**config.mk**
```make
export PLATFORM = sky130hd
export DESIGN_NAME = restador_serial_flat
export DESIGN_NICKNAME = d
export VERILOG_FILES = /design/src/rtl/restador_serial_if.sv /design/src/rtl/restador_serial.sv /design/src/flat_wrapper.sv
export SDC_FILE = /design/constraint.sdc
export NUM_CORES = 1
export LEC_CHECK = 0
export BUFFER_PORTS_ARGS = -buffer_cell sky130_fd_sc_hd__buf_2
export CELL_PAD_IN_SITES_DETAIL_PLACEMENT = 1
export CELL_PAD_IN_SITES_GLOBAL_PLACEMENT = 2
export CORE_UTILIZATION = 35
export DETAILED_ROUTE_END_ITERATION = 10
export GPL_ROUTABILITY_DRIVEN = 0
export PLACE_DENSITY = 0.8
export REMOVE_ABC_BUFFERS = 1
export SETUP_SLACK_MARGIN = 0.15
export SYNTH_ARGS = -nofsm -noshare
export SYNTH_HDL_FRONTEND = slang
export SYNTH_SLANG_ARGS = --single-unit
```
**constraint.sdc**
```tcl
create_clock -name clk -period 1.7 [get_ports clk]
set_input_delay 0.34 -clock clk [delete_from_list [all_inputs] [get_ports clk]]
set_output_delay 0.34 -clock clk [all_outputs]
set_load 0.05 [all_outputs]
```
**src/rtl/restador_serial_if.sv**
```systemverilog
// Handshake and operand/result bundle for the bit-serial subtractor.
// The requester drives start/A/B. The subtractor returns busy/done and the held result.
interface restador_serial_if #(
  parameter int WIDTH = 12
);
  logic             start;
  logic [WIDTH-1:0] A;
  logic [WIDTH-1:0] B;
  logic             busy;
  logic             done;
  logic [WIDTH-1:0] C;
  logic             borrow;
  logic             zero;

  modport master (
    output start, A, B,
    input  busy, done, C, borrow, zero
  );

  modport slave (
    input  start, A, B,
    output busy, done, C, borrow, zero
  );
endinterface

```
**src/rtl/restador_serial.sv**
```systemverilog
// Bit-serial unsigned subtractor C = A - B (mod 2^WIDTH) with a start/done handshake.
// A single full-subtractor cell processes one bit per clock, starting at the LSB.
// The result, final borrow and zero flag are registered on the edge that enters DONE.
// They are then held until the next operation completes.
module restador_serial #(
  parameter int WIDTH = 12
) (
  input logic               clk,
  input logic               rst,
  restador_serial_if.slave  bus
);
  localparam int CNT_W = $clog2(WIDTH + 1);

  typedef enum logic [1:0] {
    IDLE  = 2'd0,
    SHIFT = 2'd1,
    DONE  = 2'd2
  } state_t;

  state_t           r_state;
  logic [WIDTH-1:0] r_ra;
  logic [WIDTH-1:0] r_rb;
  logic [WIDTH-1:0] r_rr;
  logic             r_br;
  logic [CNT_W-1:0] r_cnt;
  logic             r_busy;
  logic             r_done;
  logic [WIDTH-1:0] r_c;
  logic             r_borrow;
  logic             r_zero;

  logic             w_diff;
  logic             w_br_next;
  logic [WIDTH-1:0] w_rr_next;
  logic             w_last;

  // Full-subtractor cell on the current LSBs, plus the next result-register value.
  // The final bit is folded into the registered outputs on the same edge.
  assign w_diff    = r_ra[0] ^ r_rb[0] ^ r_br;
  assign w_br_next = (~r_ra[0] & r_rb[0]) | (~(r_ra[0] ^ r_rb[0]) & r_br);
  assign w_rr_next = {w_diff, r_rr[WIDTH-1:1]};
  assign w_last    = (r_cnt == CNT_W'(WIDTH - 1));

  // Control FSM and serial datapath: accept, shift one bit per clock, publish the result.
  always_ff @(posedge clk) begin
    if (rst) begin
      r_state  <= IDLE;
      r_ra     <= '0;
      r_rb     <= '0;
      r_rr     <= '0;
      r_br     <= 1'b0;
      r_cnt    <= '0;
      r_busy   <= 1'b0;
      r_done   <= 1'b0;
      r_c      <= '0;
      r_borrow <= 1'b0;
      r_zero   <= 1'b1;
    end else begin
      r_done <= 1'b0;
      case (r_state)
        IDLE: begin
          if (bus.start) begin
            r_ra    <= bus.A;
            r_rb    <= bus.B;
            r_rr    <= '0;
            r_br    <= 1'b0;
            r_cnt   <= '0;
            r_busy  <= 1'b1;
            r_state <= SHIFT;
          end
        end
        SHIFT: begin
          // Zeros shift into the operand MSBs so that no stale bits are recirculated.
          r_ra  <= {1'b0, r_ra[WIDTH-1:1]};
          r_rb  <= {1'b0, r_rb[WIDTH-1:1]};
          r_rr  <= w_rr_next;
          r_br  <= w_br_next;
          r_cnt <= r_cnt + CNT_W'(1);
          if (w_last) begin
            r_c      <= w_rr_next;
            r_borrow <= w_br_next;
            r_zero   <= (w_rr_next == '0);
            r_done   <= 1'b1;
            r_busy   <= 1'b0;
            r_state  <= DONE;
          end
        end
        DONE: begin
          // A start in the DONE cycle is accepted directly, which gives back-to-back operation.
          if (bus.start) begin
            r_ra    <= bus.A;
            r_rb    <= bus.B;
            r_rr    <= '0;
            r_br    <= 1'b0;
            r_cnt   <= '0;
            r_busy  <= 1'b1;
            r_state <= SHIFT;
          end else begin
            r_state <= IDLE;
          end
        end
        default: begin
          r_busy  <= 1'b0;
          r_state <= IDLE;
        end
      endcase
    end
  end

  assign bus.busy   = r_busy;
  assign bus.done   = r_done;
  assign bus.C      = r_c;
  assign bus.borrow = r_borrow;
  assign bus.zero   = r_zero;
endmodule
```
**src/flat_wrapper.sv**
```systemverilog
// flat-port wrapper written by rule: the top's interface ports become plain ports
module restador_serial_flat 
#(
  parameter int WIDTH = 12
)
  (clk, rst, bus_start, bus_A, bus_B, bus_busy, bus_done, bus_C, bus_borrow, bus_zero);
  restador_serial_if #(.WIDTH(WIDTH)) bus_i ();
  input logic clk;
  input logic rst;
  input wire logic [$bits(bus_i.start)-1:0] bus_start;
  input wire logic [$bits(bus_i.A)-1:0] bus_A;
  input wire logic [$bits(bus_i.B)-1:0] bus_B;
  output wire logic [$bits(bus_i.busy)-1:0] bus_busy;
  output wire logic [$bits(bus_i.done)-1:0] bus_done;
  output wire logic [$bits(bus_i.C)-1:0] bus_C;
  output wire logic [$bits(bus_i.borrow)-1:0] bus_borrow;
  output wire logic [$bits(bus_i.zero)-1:0] bus_zero;
  assign bus_i.start = bus_start;
  assign bus_i.A = bus_A;
  assign bus_i.B = bus_B;
  assign bus_busy = bus_i.busy;
  assign bus_done = bus_i.done;
  assign bus_C = bus_i.C;
  assign bus_borrow = bus_i.borrow;
  assign bus_zero = bus_i.zero;
  restador_serial #(.WIDTH(WIDTH)) u_core (.clk(clk), .rst(rst), .bus(bus_i));
endmodule
```
; ---- Word level (Yosys, flattened, before mapping)
; Cells that the tools add are included.
[classes]
n_mux = 18
n_reduce_logical = 9
n_addsub = 1
bitwise_logic = 8
n_eq_ne = 6
[ops]
columns = operator, n
row1 = one-hot mux 12 bit (2 select lines), 3
row2 = two-way mux 12 bit, 3
row3 = zero test 12 bit, 1
row4 = one-hot mux 4 bit (2 select lines), 1
row5 = AND reduction 2 bit, 4
row6 = one-hot mux 2 bit (3 select lines), 1
row7 = two-way mux 1 bit, 5
row8 = adder 4 x 1 -> 4 bit (second input constant), 1
row9 = equality test 4 bit (second input constant), 1
row10 = two-way mux 2 bit, 2
row11 = two-way mux 4 bit, 1
row12 = != test 2 x 1 -> 1 bit (second input constant), 2
row13 = one-hot mux 1 bit (2 select lines), 2
row14 = OR reduction 2 bit, 2
row15 = inverter 1 bit, 3
row16 = bitwise AND 1 bit, 2
row17 = equality test 2 x 1 -> 1 bit (second input constant), 1
row18 = equality test 2 bit (second input constant), 1
row19 = zero test 2 bit, 1
row20 = != test 2 bit (second input constant), 1
row21 = nonzero test 2 bit, 1
row22 = bitwise XOR 1 bit, 2
row23 = bitwise OR 1 bit, 1
[word_totals]
output_inout_bits = 16
regBits = 59
inputBits = 27
word_cells = 53

; ---- Logic depth before layout (Yosys ltp)
; Gate-level depths: netlist (run 1).
[depth]
ltp_word = 5
mapped_depth = 8
depth_no_buf = 5

; ---- Least setup slack after synthesis (run 1)
; No wires, ideal clock.
[synth_path]
path_kind = reg-to-reg
start = reg u_core.r_state[0]
end = reg u_core.r_rb[10]
setup_ps = 146
stages_incl_launch_ff = 9
arrival_time_ps = 1323
slack_ps = 231
required_time_ps = 1554
path_buffers = 4
path_cell_list = dfxtp_1 -> buf_6 -> nor2b_4 -> buf_6 -> or2_1 -> buf_6 -> buf_4 -> nor2_1 -> a211oi_2
[synth_via]
elab_chain_len = 4
[synth_lines]
columns = item, line
row1 = start: declaration, restador_serial.sv:20  ; state_t r_state;
row2 = start signal: assignment, restador_serial.sv:47  ; r_state <= IDLE;
row3 = start signal: assignment, restador_serial.sv:69  ; r_state <= SHIFT;
row4 = start signal: assignment, restador_serial.sv:85  ; r_state <= DONE;
row5 = equality test 2 bit / zero test 2 bit (equally long branches), restador_serial.sv:60  ; case (r_state)
row6 = OR reduction 2 bit (no line), --
row7 = != test 2 x 1 -> 1 bit (no line) / nonzero test 2 bit (equally long branches), --
row8 = AND reduction 2 bit (no line), --
row9 = end signal: assignment, restador_serial.sv:64  ; r_rb <= bus.B;
row10 = end signal: assignment, restador_serial.sv:75  ; r_rb <= {1'b0, r_rb[WIDTH-1:1]};
row11 = end signal: assignment, restador_serial.sv:92  ; r_rb <= bus.B;
row12 = end: declaration, restador_serial.sv:22  ; logic [WIDTH-1:0] r_rb;
; Parallel ways exist; a longest one is shown, timed or not.
; A chain may end at the register's enable or synchronous reset.

; ---- Worst setup path in the final report (run 1)
[layout_path]
start = reg u_core.r_cnt[1]
end = reg u_core.r_c[1], in the netlist u_core.bus.C[1]
[layout_via]
elab_chain_len = 2
[layout_lines]
columns = item, line
row1 = start: declaration, restador_serial.sv:25  ; logic [CNT_W-1:0] r_cnt;
row2 = start signal: assignment, restador_serial.sv:78  ; r_cnt <= r_cnt + CNT_W'(1);
row3 = equality test 4 bit, restador_serial.sv:42  ; assign w_last = (r_cnt == CNT_W'(WIDTH - 1));
row4 = AND reduction 2 bit (no line), --
row5 = end signal: assignment, restador_serial.sv:80  ; r_c <= w_rr_next;
row6 = end: declaration, restador_serial.sv:28  ; logic [WIDTH-1:0] r_c;
; No other way between the ends.

==> flow_results.xml, run 1 <==
<?xml version="1.0" encoding="UTF-8"?>
<metrics>
  <group name="status">
    <metric name="result_of_the_run" unit="">complete, but fails checks</metric>
    <metric name="failed_checks" unit="">design-rule violations</metric>
  </group>
  <group name="floorplan">
    <metric name="floorplan.die_area" unit="sq um">7190</metric>
    <metric name="fp.coreArea" unit="sq um">6490</metric>
    <metric name="initial_core_util" unit="">0.369</metric>
    <metric name="fp.dieW" unit="um">84.8</metric>
    <metric name="die_h" unit="um">84.8</metric>
    <metric name="rows" unit="">29</metric>
    <metric name="boundaryPins" unit="">43</metric>
  </group>
  <group name="finish">
    <metric name="instances_no_fill" unit="">350</metric>
    <metric name="layout.nets" unit="">297</metric>
    <metric name="layout.core_utilization" unit="">0.441</metric>
    <metric name="synthToLayoutAreaGrowth" unit="%">19.4</metric>
    <metric name="post_route_cells_drive_above_1_share" unit="">0.363</metric>
    <metric name="num_antenna_cells" unit="">0</metric>
  </group>
  <group name="timing">
    <metric name="fin_crit_sh" unit="">0.854</metric>
    <metric name="timing_worst_slew_pin_value" unit="ps">404</metric>
    <metric name="hold_viol_final" unit="">0</metric>
    <metric name="maxSlewHeadroom" unit="">0.731</metric>
    <metric name="timing_max_transition_violations_final" unit="">0</metric>
    <metric name="grt_setup_unrepaired" unit="">yes</metric>
    <metric name="finalWorstSetupSlack" unit="ps">249</metric>
    <metric name="hold_ws" unit="ps">264</metric>
    <metric name="fmaxAchievable" unit="MHz">689</metric>
    <metric name="fin_skew" unit="ps">4.81</metric>
    <metric name="post-route-min-period" unit="ps">1450</metric>
    <metric name="finalSetupViolations" unit="">0</metric>
  </group>
  <group name="critical_path">
    <metric name="timing.critical_path.fanout_max" unit="">12</metric>
    <metric name="timing.critical_path.from_type" unit="">register</metric>
    <metric name="critical_path_class" unit="">reg -&gt; reg</metric>
    <metric name="critPathArrivalTime" unit="ps">1670</metric>
    <metric name="critPathCaptureType" unit="">register</metric>
    <metric name="critical_path_required" unit="ps">1920</metric>
  </group>
  <group name="power">
    <metric name="vdd.ir_drop.worst" unit="V">0.000493</metric>
    <metric name="power.static_leakage" unit="nW">1.18</metric>
    <metric name="powerDensity" unit="nW/um^2">1060</metric>
  </group>
  <group name="synth">
    <metric name="syn_area_per_cell" unit="sq um">10.7</metric>
    <metric name="synth_top_area_share" unit="">0.484</metric>
    <metric name="post_synthesis_cell_count" unit="">224</metric>
    <metric name="synth_top_area_cell" unit="">dfxtp_1</metric>
    <metric name="synth_seq_cells" unit="">58</metric>
    <metric name="post_synth_main_area_contributors" unit="">dfxtp_1, a211oi_2, mux2i_1</metric>
    <metric name="synth.yosys.seq_area_share" unit="">0.484</metric>
    <metric name="ys_warn_count" unit="">0</metric>
    <metric name="synth_area" unit="sq um">2400</metric>
    <metric name="synth.distinct_cells" unit="">28</metric>
  </group>
  <group name="place">
    <metric name="place_ws" unit="ps">139</metric>
    <metric name="port-buffer-count" unit="">42</metric>
    <metric name="placed_cells" unit="">334</metric>
    <metric name="dp_hpwl" unit="um">3330</metric>
  </group>
  <group name="route">
    <metric name="vias_per_cell" unit="">5.13</metric>
    <metric name="routed_wirelength" unit="um">4970</metric>
    <metric name="router_iterations_before_antenna_repair" unit="">10</metric>
    <metric name="drc_violation_total_after_the_first_tritonroute_iteration" unit="">53</metric>
    <metric name="route.antenna.remaining_nets" unit="">0</metric>
    <metric name="routedWlPerCell" unit="um">14.2</metric>
    <metric name="routed-via-count" unit="">1797</metric>
    <metric name="residual_drc_count" unit="">5</metric>
  </group>
  <group name="clocking">
    <metric name="cts.htree.levels" unit="">3</metric>
    <metric name="holdBufCountCts" unit="">0</metric>
    <metric name="clkSlewWorstSetupHoldPaths" unit="ps">60</metric>
    <metric name="cts-root-to-sink-buffers" unit="">2</metric>
    <metric name="tritoncts" unit="">done</metric>
    <metric name="insertion_delay" unit="ps">330</metric>
    <metric name="cts_made_buffers" unit="">9</metric>
    <metric name="clock_tree.root_cell" unit="">clkbuf_8</metric>
    <metric name="tritoncts_num_sinks" unit="">58</metric>
  </group>
  <group name="grt">
    <metric name="grt_pass1_vias" unit="">1755</metric>
    <metric name="grt_total_ovfl" unit="">0</metric>
    <metric name="antenna_found_initial" unit="">0</metric>
    <metric name="grt_first_pass_wirelength" unit="um">8500</metric>
    <metric name="gr-usage-all-layers" unit="">0.153</metric>
    <metric name="grt_max_degree" unit="">45</metric>
  </group>
  <group name="hold_path">
    <metric name="hold_class" unit="">in -&gt; reg</metric>
  </group>
  <group name="run">
    <metric name="max-cap-violations" unit="">0</metric>
  </group>
</metrics>
## cell families after synthesis
family / synth area share
DFF: 0.484
AOI/OAI and AO/OA: 0.228
and+or+nand+nor: 0.107
buffers and inverters: 0.0636
muxes: 0.100
adders and majority gates: 0.0136
xor gates and xnor gates: 0.00365
## report_power, final
part / switching (W) / leakage, nW / internal [W]
clock: 0.000520 / 0.0965 / 0.000645
sequential: 0.0000409 / 0.474 / 0.00143
combinational: 0.000224 / 0.608 / 0.000178
total: 0.000785 / 1.18 / 0.00225
## critical path: stages, from the launching register on
cell	delay (ps)
dfxtp_1	360
ha_2	190
and4bb_2	290
a21oi_1	80
buf_4	190
a22o_1	240
## layout by cell type, fill, tap and decap left out, types with 2 or more instances in the layout
master and count:
a211oi_2 22, buf_2 42, clkinv_2 2, nor4_1 2, clkbuf_1 2, nor2_1 41, mux2i_1 24, buf_4 8
a21oi_1 4, a22o_1 12, nor2_2 2, clkbuf_8 12, dfxtp_1 57, nand3_1 2, nand2_1 2, a22oi_1 15
nor2b_1 2, inv_1 6
## final timing paths
kind / startpoint / to / slack, ps / cells after the start
hold reg to reg: u_core.bus.C[0] / u_core.bus.C[0] / 460 / 2
setup / recovery: u_core.r_cnt[1] / u_core.bus.C[1] / 250 / 5
hold / removal: bus_B[11] / u_core.r_rb[11] / 260 / 3
setup reg to reg: u_core.r_cnt[1] / u_core.bus.C[1] / 250 / 5
## metrics by stage
step	total power [W]	setup TNS, ps	area (sq um)
floorplan	0.00177	-40580	2270
global placement	0.00190	0	2660
detailed placement	0.00191	0	2660
CTS	0.00309	0	2850
global route	0.00320	0	2860
finish	0.00304	0	2860
## synthesized netlist by cell type
library cell and n:
dfxtp_1 58, nor2_1 41, mux2i_1 24, a211oi_2 22, a22oi_1 15, a22o_1 12
buf_6 6, clkbuf_1 6, inv_1 6, buf_2 5, a21oi_1 4, nand2_1 3
nor4_1 3, buf_4 2, nand3_1 2, nor2_2 2, nor2b_1 2, a31oi_1 1
and4bb_1 1, fa_1 1, ha_1 1, nor2b_4 1, nor3_1 1, o2111ai_1 1
o211ai_1 1, o221a_2 1, or2_1 1, xor2_1 1
## sequential cells by signal, summed over array words and instances, names as in the netlist
name,count
u_core.r_br,1
u_core.bus.zero,1
u_core.r_rr,11
u_core.bus.C,12
u_core.r_state,2
u_core.r_cnt,4
u_core.bus.borrow,1
u_core.bus.busy,1
u_core.r_rb,12
u_core.bus.done,1
u_core.r_ra,12
## what timing repair did
action | 4_1_cts | 5_1_grt
pin swaps | 1 | 0
setup buffers | 0 | 0
cloned | 0 | 0
resized for setup | 0 | 7
setup endpoints to repair | 1 | 13
## routing by layer
metal  global-route usage  share of wire  up-vias
li1                     -              -      893
met1                0.198           0.48      860
met2                0.234           0.46       35
met3               0.0364          0.044        9
met4               0.0878          0.023        0
met5                    0              0        -
## layout make-up
type,instances,area [sq um]
Fill cell,752,3630
Sequential cell,58,1160
Multi-Input combinational cell,141,1100
Timing Repair Buffer,52,302
Clock buffer,14,173
Tap cell,77,96.3
Inverter,6,22.5
Clock inverter,2,10.0
No activity file was read; power rests on OpenSTA's default activity.
==> run 2: changes to the inputs <==
--- a/config.mk
+++ b/config.mk
@@ -11,7 +11,7 @@
 export CORE_UTILIZATION = 35
 export DETAILED_ROUTE_END_ITERATION = 10
 export GPL_ROUTABILITY_DRIVEN = 0
-export PLACE_DENSITY = 0.8
+export PLACE_DENSITY = 0.84
 export REMOVE_ABC_BUFFERS = 1
 export SETUP_SLACK_MARGIN = 0.15
 export SYNTH_ARGS = -nofsm -noshare
==> flow_results.xml, run 2 (synthesized netlist as in run 1, its figures left out) <==
<?xml version="1.0" encoding="UTF-8"?>
<metrics>
  <group name="critical_path">
    <metric name="crit_path_cell_trace" unit="">ha_2 &gt; and4bb_2 &gt; a21oi_1 &gt; buf_4 &gt; a22o_1</metric>
    <metric name="critPathCaptureType" unit="">register</metric>
    <metric name="reg2reg_from" unit="">u_core.r_cnt[1]</metric>
    <metric name="setup.reg_to_reg.worst_slack" unit="ps">230</metric>
    <metric name="critPathTopFamily" unit="">flip-flops</metric>
    <metric name="critical_path_required" unit="ps">1920</metric>
    <metric name="timing.critical_path.fanout_max" unit="">12</metric>
    <metric name="reg2regPathDepth" unit="">5</metric>
    <metric name="worstPathBufferInverterCount" unit="">1</metric>
    <metric name="critPathArrivalTime" unit="ps">1690</metric>
    <metric name="stage_delay_of_the_slowest_cell_on_the_critical_path" unit="ps">360</metric>
    <metric name="startpoint" unit="">u_core.r_cnt[1]</metric>
    <metric name="critical_path.reg2reg.endpoint" unit="">u_core.bus.C[4]</metric>
    <metric name="critical_path_class" unit="">reg -&gt; reg</metric>
    <metric name="timing.critical_path.to" unit="">u_core.bus.C[4]</metric>
    <metric name="timing.critical_path.from_type" unit="">register</metric>
    <metric name="cp.depth" unit="">5</metric>
    <metric name="critical_path.slowest_cell" unit="">dfxtp_1</metric>
  </group>
  <group name="grt">
    <metric name="global_route.usage.met1" unit="">0.187</metric>
    <metric name="grt_total_ovfl" unit="">0</metric>
    <metric name="grt_max_degree" unit="">45</metric>
    <metric name="global_route.usage.met3" unit="">0.0629</metric>
    <metric name="grt_first_pass_wirelength" unit="um">8490</metric>
    <metric name="grt_util_met2" unit="">0.244</metric>
    <metric name="grt_most_used_layer" unit="">met2</metric>
    <metric name="antenna_found_initial" unit="">0</metric>
    <metric name="gr-usage-all-layers" unit="">0.153</metric>
    <metric name="grt_pass1_vias" unit="">1788</metric>
  </group>
  <group name="power">
    <metric name="post-layout-total-power" unit="W">0.00310</metric>
    <metric name="power_switching_share" unit="">0.254</metric>
    <metric name="powerDensity" unit="nW/um^2">1070</metric>
    <metric name="comb_power_share" unit="">0.134</metric>
    <metric name="switching_power" unit="W">0.000787</metric>
    <metric name="power_frac_clock" unit="">0.391</metric>
    <metric name="seq_power_share" unit="">0.474</metric>
    <metric name="power.static_leakage" unit="nW">1.19</metric>
    <metric name="power_internal" unit="W">0.00232</metric>
    <metric name="vdd.ir_drop.worst" unit="V">0.000438</metric>
  </group>
  <group name="finish">
    <metric name="fillerInstances" unit="">712</metric>
    <metric name="layout.nets" unit="">297</metric>
    <metric name="mostFrequentLayoutCells" unit="">dfxtp_1, buf_2, nor2_1</metric>
    <metric name="synthToLayoutAreaGrowth" unit="%">20.4</metric>
    <metric name="num_antenna_cells" unit="">0</metric>
    <metric name="layout.area.seq" unit="sq um">1160</metric>
    <metric name="post_route_cells_drive_above_1_share" unit="">0.368</metric>
    <metric name="instances_no_fill" unit="">349</metric>
    <metric name="mostFrequentLayoutCell" unit="">dfxtp_1</metric>
    <metric name="multi_input_area" unit="sq um">1110</metric>
  </group>
  <group name="clocking">
    <metric name="holdBufCountCts" unit="">0</metric>
    <metric name="insertion_delay" unit="ps">340</metric>
    <metric name="clock_tree.root_cell" unit="">clkbuf_8</metric>
    <metric name="cts_made_buffers" unit="">9</metric>
    <metric name="tritoncts" unit="">done</metric>
    <metric name="clkSlewWorstSetupHoldPaths" unit="ps">70</metric>
    <metric name="cts-root-to-sink-buffers" unit="">2</metric>
    <metric name="cts.htree.levels" unit="">3</metric>
    <metric name="tritoncts_num_sinks" unit="">58</metric>
  </group>
  <group name="place">
    <metric name="dp_hpwl" unit="um">3370</metric>
    <metric name="port-buffer-count" unit="">42</metric>
    <metric name="placed_cells" unit="">331</metric>
    <metric name="place_ws" unit="ps">-55.6</metric>
  </group>
  <group name="timing">
    <metric name="finalWorstSetupSlack" unit="ps">233</metric>
    <metric name="fmaxAchievable" unit="MHz">682</metric>
    <metric name="finalSetupViolations" unit="">0</metric>
    <metric name="timing_worst_slew_pin_value" unit="ps">398</metric>
    <metric name="timing_max_transition_violations_final" unit="">0</metric>
    <metric name="grt_setup_unrepaired" unit="">no</metric>
    <metric name="post-route-min-period" unit="ps">1470</metric>
    <metric name="fin_skew" unit="ps">10.0</metric>
    <metric name="hold_viol_final" unit="">0</metric>
    <metric name="maxSlewHeadroom" unit="">0.734</metric>
    <metric name="fin_crit_sh" unit="">0.863</metric>
    <metric name="hold_ws" unit="ps">269</metric>
  </group>
  <group name="run">
    <metric name="max-cap-violations" unit="">0</metric>
  </group>
  <group name="floorplan">
    <metric name="floorplan.die_area" unit="sq um">7190</metric>
    <metric name="die_h" unit="um">84.8</metric>
    <metric name="rows" unit="">29</metric>
    <metric name="boundaryPins" unit="">43</metric>
    <metric name="fp.coreArea" unit="sq um">6490</metric>
    <metric name="initial_core_util" unit="">0.369</metric>
    <metric name="fp.dieW" unit="um">84.8</metric>
  </group>
  <group name="route">
    <metric name="residual_drc_count" unit="">7</metric>
    <metric name="router_iterations_before_antenna_repair" unit="">8</metric>
    <metric name="vias_per_cell" unit="">5.25</metric>
    <metric name="drc_violation_total_after_the_first_tritonroute_iteration" unit="">67</metric>
    <metric name="routed-via-count" unit="">1832</metric>
    <metric name="route.antenna.remaining_nets" unit="">0</metric>
    <metric name="routed_wirelength" unit="um">5150</metric>
    <metric name="routedWlPerCell" unit="um">14.8</metric>
  </group>
  <group name="status">
    <metric name="result_of_the_run" unit="">complete, but fails checks</metric>
    <metric name="failed_checks" unit="">design-rule violations</metric>
  </group>
  <group name="hold_path">
    <metric name="hold_class" unit="">in -&gt; reg</metric>
  </group>
</metrics>
==> run 2: repair_timing <==
action / in CTS / in global routing
gates resized for setup: 5 / 5
hold endpoints to repair: 0 / 0
endpoints found under the setup margin: 34 / 48
pin swaps: 0 / 2
buffers inserted: 2 / 1
==> run 2: worst register-to-register path: stages, from the launching register on <==
cell	delay, ps
dfxtp_1	360
ha_2	210
and4bb_2	270
a21oi_1	80
buf_4	190
a22o_1	240
==> run 2: worst min-delay path by stage <==
stage / slack (ps) / end / start / cells after the start
finish: 270 / u_core.r_rb[11] / bus_B[11] / 3
global route: 280 / u_core.r_rb[11] / bus_B[11] / 3
CTS: 250 / u_core.r_ra[11] / bus_A[11] / 3
detailed placement: 460 / u_core.bus.C[2] / u_core.bus.C[2] / 1
global placement: 450 / u_core.bus.C[0] / u_core.bus.C[0] / 2
floorplan: 400 / u_core.r_ra[0] / rst / 1
==> run 2: power by group through the flow <==
| stage | Combinational [W] | Clock, W | Sequential (W) |
|---|---|---|---|
| after global routing | 0.000459 | 0.00132 | 0.00148 |
| final | 0.000417 | 0.00121 | 0.00147 |
| after global placement | 0.000392 | 0 | 0.00150 |
| after CTS | 0.000423 | 0.00125 | 0.00147 |
| after floorplan | 0.000252 | 0 | 0.00151 |
| after detailed placement | 0.000408 | 0 | 0.00150 |
==> run 2: metal layers <==
metal | vias up | share of wire
met5 | - | 0
met4 | 0 | 0.0062
met3 | 5 | 0.050
met2 | 40 | 0.48
met1 | 893 | 0.46
li1 | 894 | -
==> run 2: metrics by stage <==
step | utilization | setup TNS [ps] | area, sq um
after floorplan | - | -40580 | 2270
after global placement | 0.408 | 0 | 2650
after detailed placement | 0.408 | -647 | 2650
after CTS | 0.441 | 0 | 2870
after global routing | 0.445 | 0 | 2890
final | 0.445 | 0 | 2890
==> run 2: layout make-up <==
type / count / share of cell area
Clock inverter: 3 / 0.0139
Timing Repair Buffer: 52 / 0.107
Inverter: 6 / 0.00780
Sequential cell: 58 / 0.403
Clock buffer: 12 / 0.0502
Tap cell: 77 / 0.0333
Multi-Input combinational cell: 141 / 0.385
==> run 3: changes to the inputs <==
--- a/config.mk
+++ b/config.mk
@@ -8,10 +8,11 @@
 export BUFFER_PORTS_ARGS = -buffer_cell sky130_fd_sc_hd__buf_2
 export CELL_PAD_IN_SITES_DETAIL_PLACEMENT = 1
 export CELL_PAD_IN_SITES_GLOBAL_PLACEMENT = 2
-export CORE_UTILIZATION = 35
+export CORE_UTILIZATION = 37
+export CTS_BUF_LIST = sky130_fd_sc_hd__clkbuf_8
 export DETAILED_ROUTE_END_ITERATION = 10
 export GPL_ROUTABILITY_DRIVEN = 0
-export PLACE_DENSITY = 0.84
+export PLACE_DENSITY_LB_ADDON = 0.1
 export REMOVE_ABC_BUFFERS = 1
 export SETUP_SLACK_MARGIN = 0.15
 export SYNTH_ARGS = -nofsm -noshare
==> flow_results.xml, run 3 (synthesized netlist as in run 1, its figures left out) <==
<?xml version="1.0" encoding="UTF-8"?>
<metrics>
  <group name="route">
    <metric name="routed-via-count" unit="">1787</metric>
    <metric name="drc_violation_total_after_the_first_tritonroute_iteration" unit="">35</metric>
    <metric name="vias_per_cell" unit="">5.11</metric>
    <metric name="residual_drc_count" unit="">0</metric>
    <metric name="routed_wirelength" unit="um">5050</metric>
    <metric name="routedWlPerCell" unit="um">14.4</metric>
    <metric name="router_iterations_before_antenna_repair" unit="">4</metric>
    <metric name="route.antenna.remaining_nets" unit="">0</metric>
  </group>
  <group name="grt">
    <metric name="gr-usage-all-layers" unit="">0.162</metric>
    <metric name="grt_pass1_vias" unit="">1727</metric>
    <metric name="grt_first_pass_wirelength" unit="um">8110</metric>
    <metric name="grt_total_ovfl" unit="">0</metric>
    <metric name="antenna_found_initial" unit="">0</metric>
    <metric name="grt_max_degree" unit="">45</metric>
  </group>
  <group name="power">
    <metric name="power.static_leakage" unit="nW">1.23</metric>
    <metric name="vdd.ir_drop.worst" unit="V">0.000644</metric>
    <metric name="seq_power_share" unit="">0.450</metric>
    <metric name="power_internal" unit="W">0.00247</metric>
    <metric name="power_frac_clock" unit="">0.424</metric>
    <metric name="comb_power_share" unit="">0.126</metric>
    <metric name="power_switching_share" unit="">0.246</metric>
    <metric name="powerDensity" unit="nW/um^2">1110</metric>
    <metric name="switching_power" unit="W">0.000806</metric>
  </group>
  <group name="status">
    <metric name="result_of_the_run" unit="">finished clean</metric>
  </group>
  <group name="finish">
    <metric name="synthToLayoutAreaGrowth" unit="%">22.5</metric>
    <metric name="layout.nets" unit="">299</metric>
    <metric name="mostFrequentLayoutCells" unit="">dfxtp_1, buf_2, nor2_1</metric>
    <metric name="num_antenna_cells" unit="">0</metric>
    <metric name="mostFrequentLayoutCell" unit="">dfxtp_1</metric>
    <metric name="post_route_cells_drive_above_1_share" unit="">0.382</metric>
    <metric name="layout.core_utilization" unit="">0.482</metric>
    <metric name="layout.cell_area.non_filler" unit="sq um">2940</metric>
  </group>
  <group name="clocking">
    <metric name="clkSlewWorstSetupHoldPaths" unit="ps">70</metric>
    <metric name="tritoncts" unit="">done</metric>
    <metric name="insertion_delay" unit="ps">330</metric>
    <metric name="cts-root-to-sink-buffers" unit="">2</metric>
    <metric name="tritoncts_num_sinks" unit="">58</metric>
    <metric name="clock_tree.root_cell" unit="">clkbuf_8</metric>
    <metric name="cts.htree.levels" unit="">3</metric>
    <metric name="cts_made_buffers" unit="">9</metric>
  </group>
  <group name="timing">
    <metric name="fin_crit_sh" unit="">0.874</metric>
    <metric name="post-route-min-period" unit="ps">1490</metric>
    <metric name="timing_max_transition_violations_final" unit="">0</metric>
    <metric name="fmaxAchievable" unit="MHz">673</metric>
    <metric name="grt_setup_unrepaired" unit="">yes</metric>
    <metric name="maxSlewHeadroom" unit="">0.581</metric>
    <metric name="final.setup.tns" unit="ps">0</metric>
    <metric name="hold_viol_final" unit="">0</metric>
    <metric name="fin_skew" unit="ps">5.66</metric>
    <metric name="timing_worst_slew_pin_value" unit="ps">627</metric>
    <metric name="finalSetupViolations" unit="">0</metric>
  </group>
  <group name="critical_path">
    <metric name="critical_path_class" unit="">reg -&gt; reg</metric>
    <metric name="critical_path_required" unit="ps">1950</metric>
    <metric name="critPathCaptureType" unit="">register</metric>
    <metric name="critPathArrivalTime" unit="ps">1730</metric>
    <metric name="timing.critical_path.fanout_max" unit="">3</metric>
    <metric name="timing.critical_path.from_type" unit="">register</metric>
  </group>
  <group name="run">
    <metric name="max-cap-violations" unit="">0</metric>
  </group>
  <group name="floorplan">
    <metric name="rows" unit="">28</metric>
    <metric name="initial_core_util" unit="">0.393</metric>
    <metric name="boundaryPins" unit="">43</metric>
    <metric name="fp.dieW" unit="um">82.5</metric>
    <metric name="floorplan.die_area" unit="sq um">6810</metric>
    <metric name="fp.coreArea" unit="sq um">6100</metric>
    <metric name="die_h" unit="um">82.5</metric>
  </group>
  <group name="hold_path">
    <metric name="hold_class" unit="">in -&gt; reg</metric>
  </group>
  <group name="place">
    <metric name="postPlaceCellArea" unit="sq um">2650</metric>
    <metric name="port-buffer-count" unit="">42</metric>
    <metric name="dp_hpwl" unit="um">3370</metric>
  </group>
</metrics>
==> run 3: changes by cell type in the layout (fill, tap and decap cells not counted), sizes merged <==
cell | before | now
clkinv | 2 | 4
bufinv | 1 | 2
clkbuf | 12 | 10
buf | 52 | 54
==> run 3: metrics by stage <==
stage | cells | setup WS, ps | power [W] | hold slack [ps]
4_1_cts | 348 | 43.0 | 0.00332 | 268
3_5_place_dp | 330 | -15.6 | 0.00191 | 453
3_3_place_gp | 330 | 20.3 | 0.00190 | 447
2_1_floorplan | 205 | -1330 | 0.00177 | 405
6_report | 350 | 214 | 0.00327 | 281
5_1_grt | 350 | 88.3 | 0.00343 | 286
==> run 3: worst paths after layout <==
check / from / end / slack (ps) / cells past startpoint
setup / recovery: u_core.r_br / u_core.bus.zero / 210 / 5
hold / removal: bus_A[11] / u_core.r_ra[11] / 280 / 3
setup reg to reg: u_core.r_br / u_core.bus.zero / 210 / 5
hold reg to reg: u_core.bus.C[0] / u_core.bus.C[0] / 460 / 2
==> run 3: area by class of cell <==
type	instances	area, sq um
clock buffers	10	138
multi-input cells	141	1120
fillers	725	3160
clock inverters	6	80.1
well taps	75	93.8
repair buffers	54	317
inverters	6	22.5
flip-flops and latches	58	1160
==> run 3: power by group through the flow <==
stage          clock (W)  combinational (W)  sequential, W
4_1_cts          0.00143           0.000418        0.00147
6_report         0.00139           0.000414        0.00147
3_5_place_dp           0           0.000405        0.00150
2_1_floorplan          0           0.000252        0.00151
3_3_place_gp           0           0.000395        0.00150
5_1_grt          0.00149           0.000459        0.00148
==> run 3: critical path: stages (launching register included) <==
cell and delay, ps:
dfxtp_1 330, inv_1 70, fa_2 530, nor4_4 150, nand3_1 140, o211ai_1 190
==> run 3: metal layers <==
metal | part of all wire | GRT usage | vias to the layer above | wire length, um
met4 | 0.018 | 0.0879 | 0 | 89
met5 | 0 | 0 | - | 0
met1 | 0.49 | 0.201 | 851 | 2490
met2 | 0.45 | 0.257 | 29 | 2290
li1 | - | - | 898 | -
met3 | 0.037 | 0.0407 | 9 | 188
==> run 3: repair_timing <==
item,CTS,global route
cloned,0,1
hold buffers,0,0
setup buffers,2,1
gates resized for setup,6,9
pin swaps,0,5
setup endpoints to repair,35,42
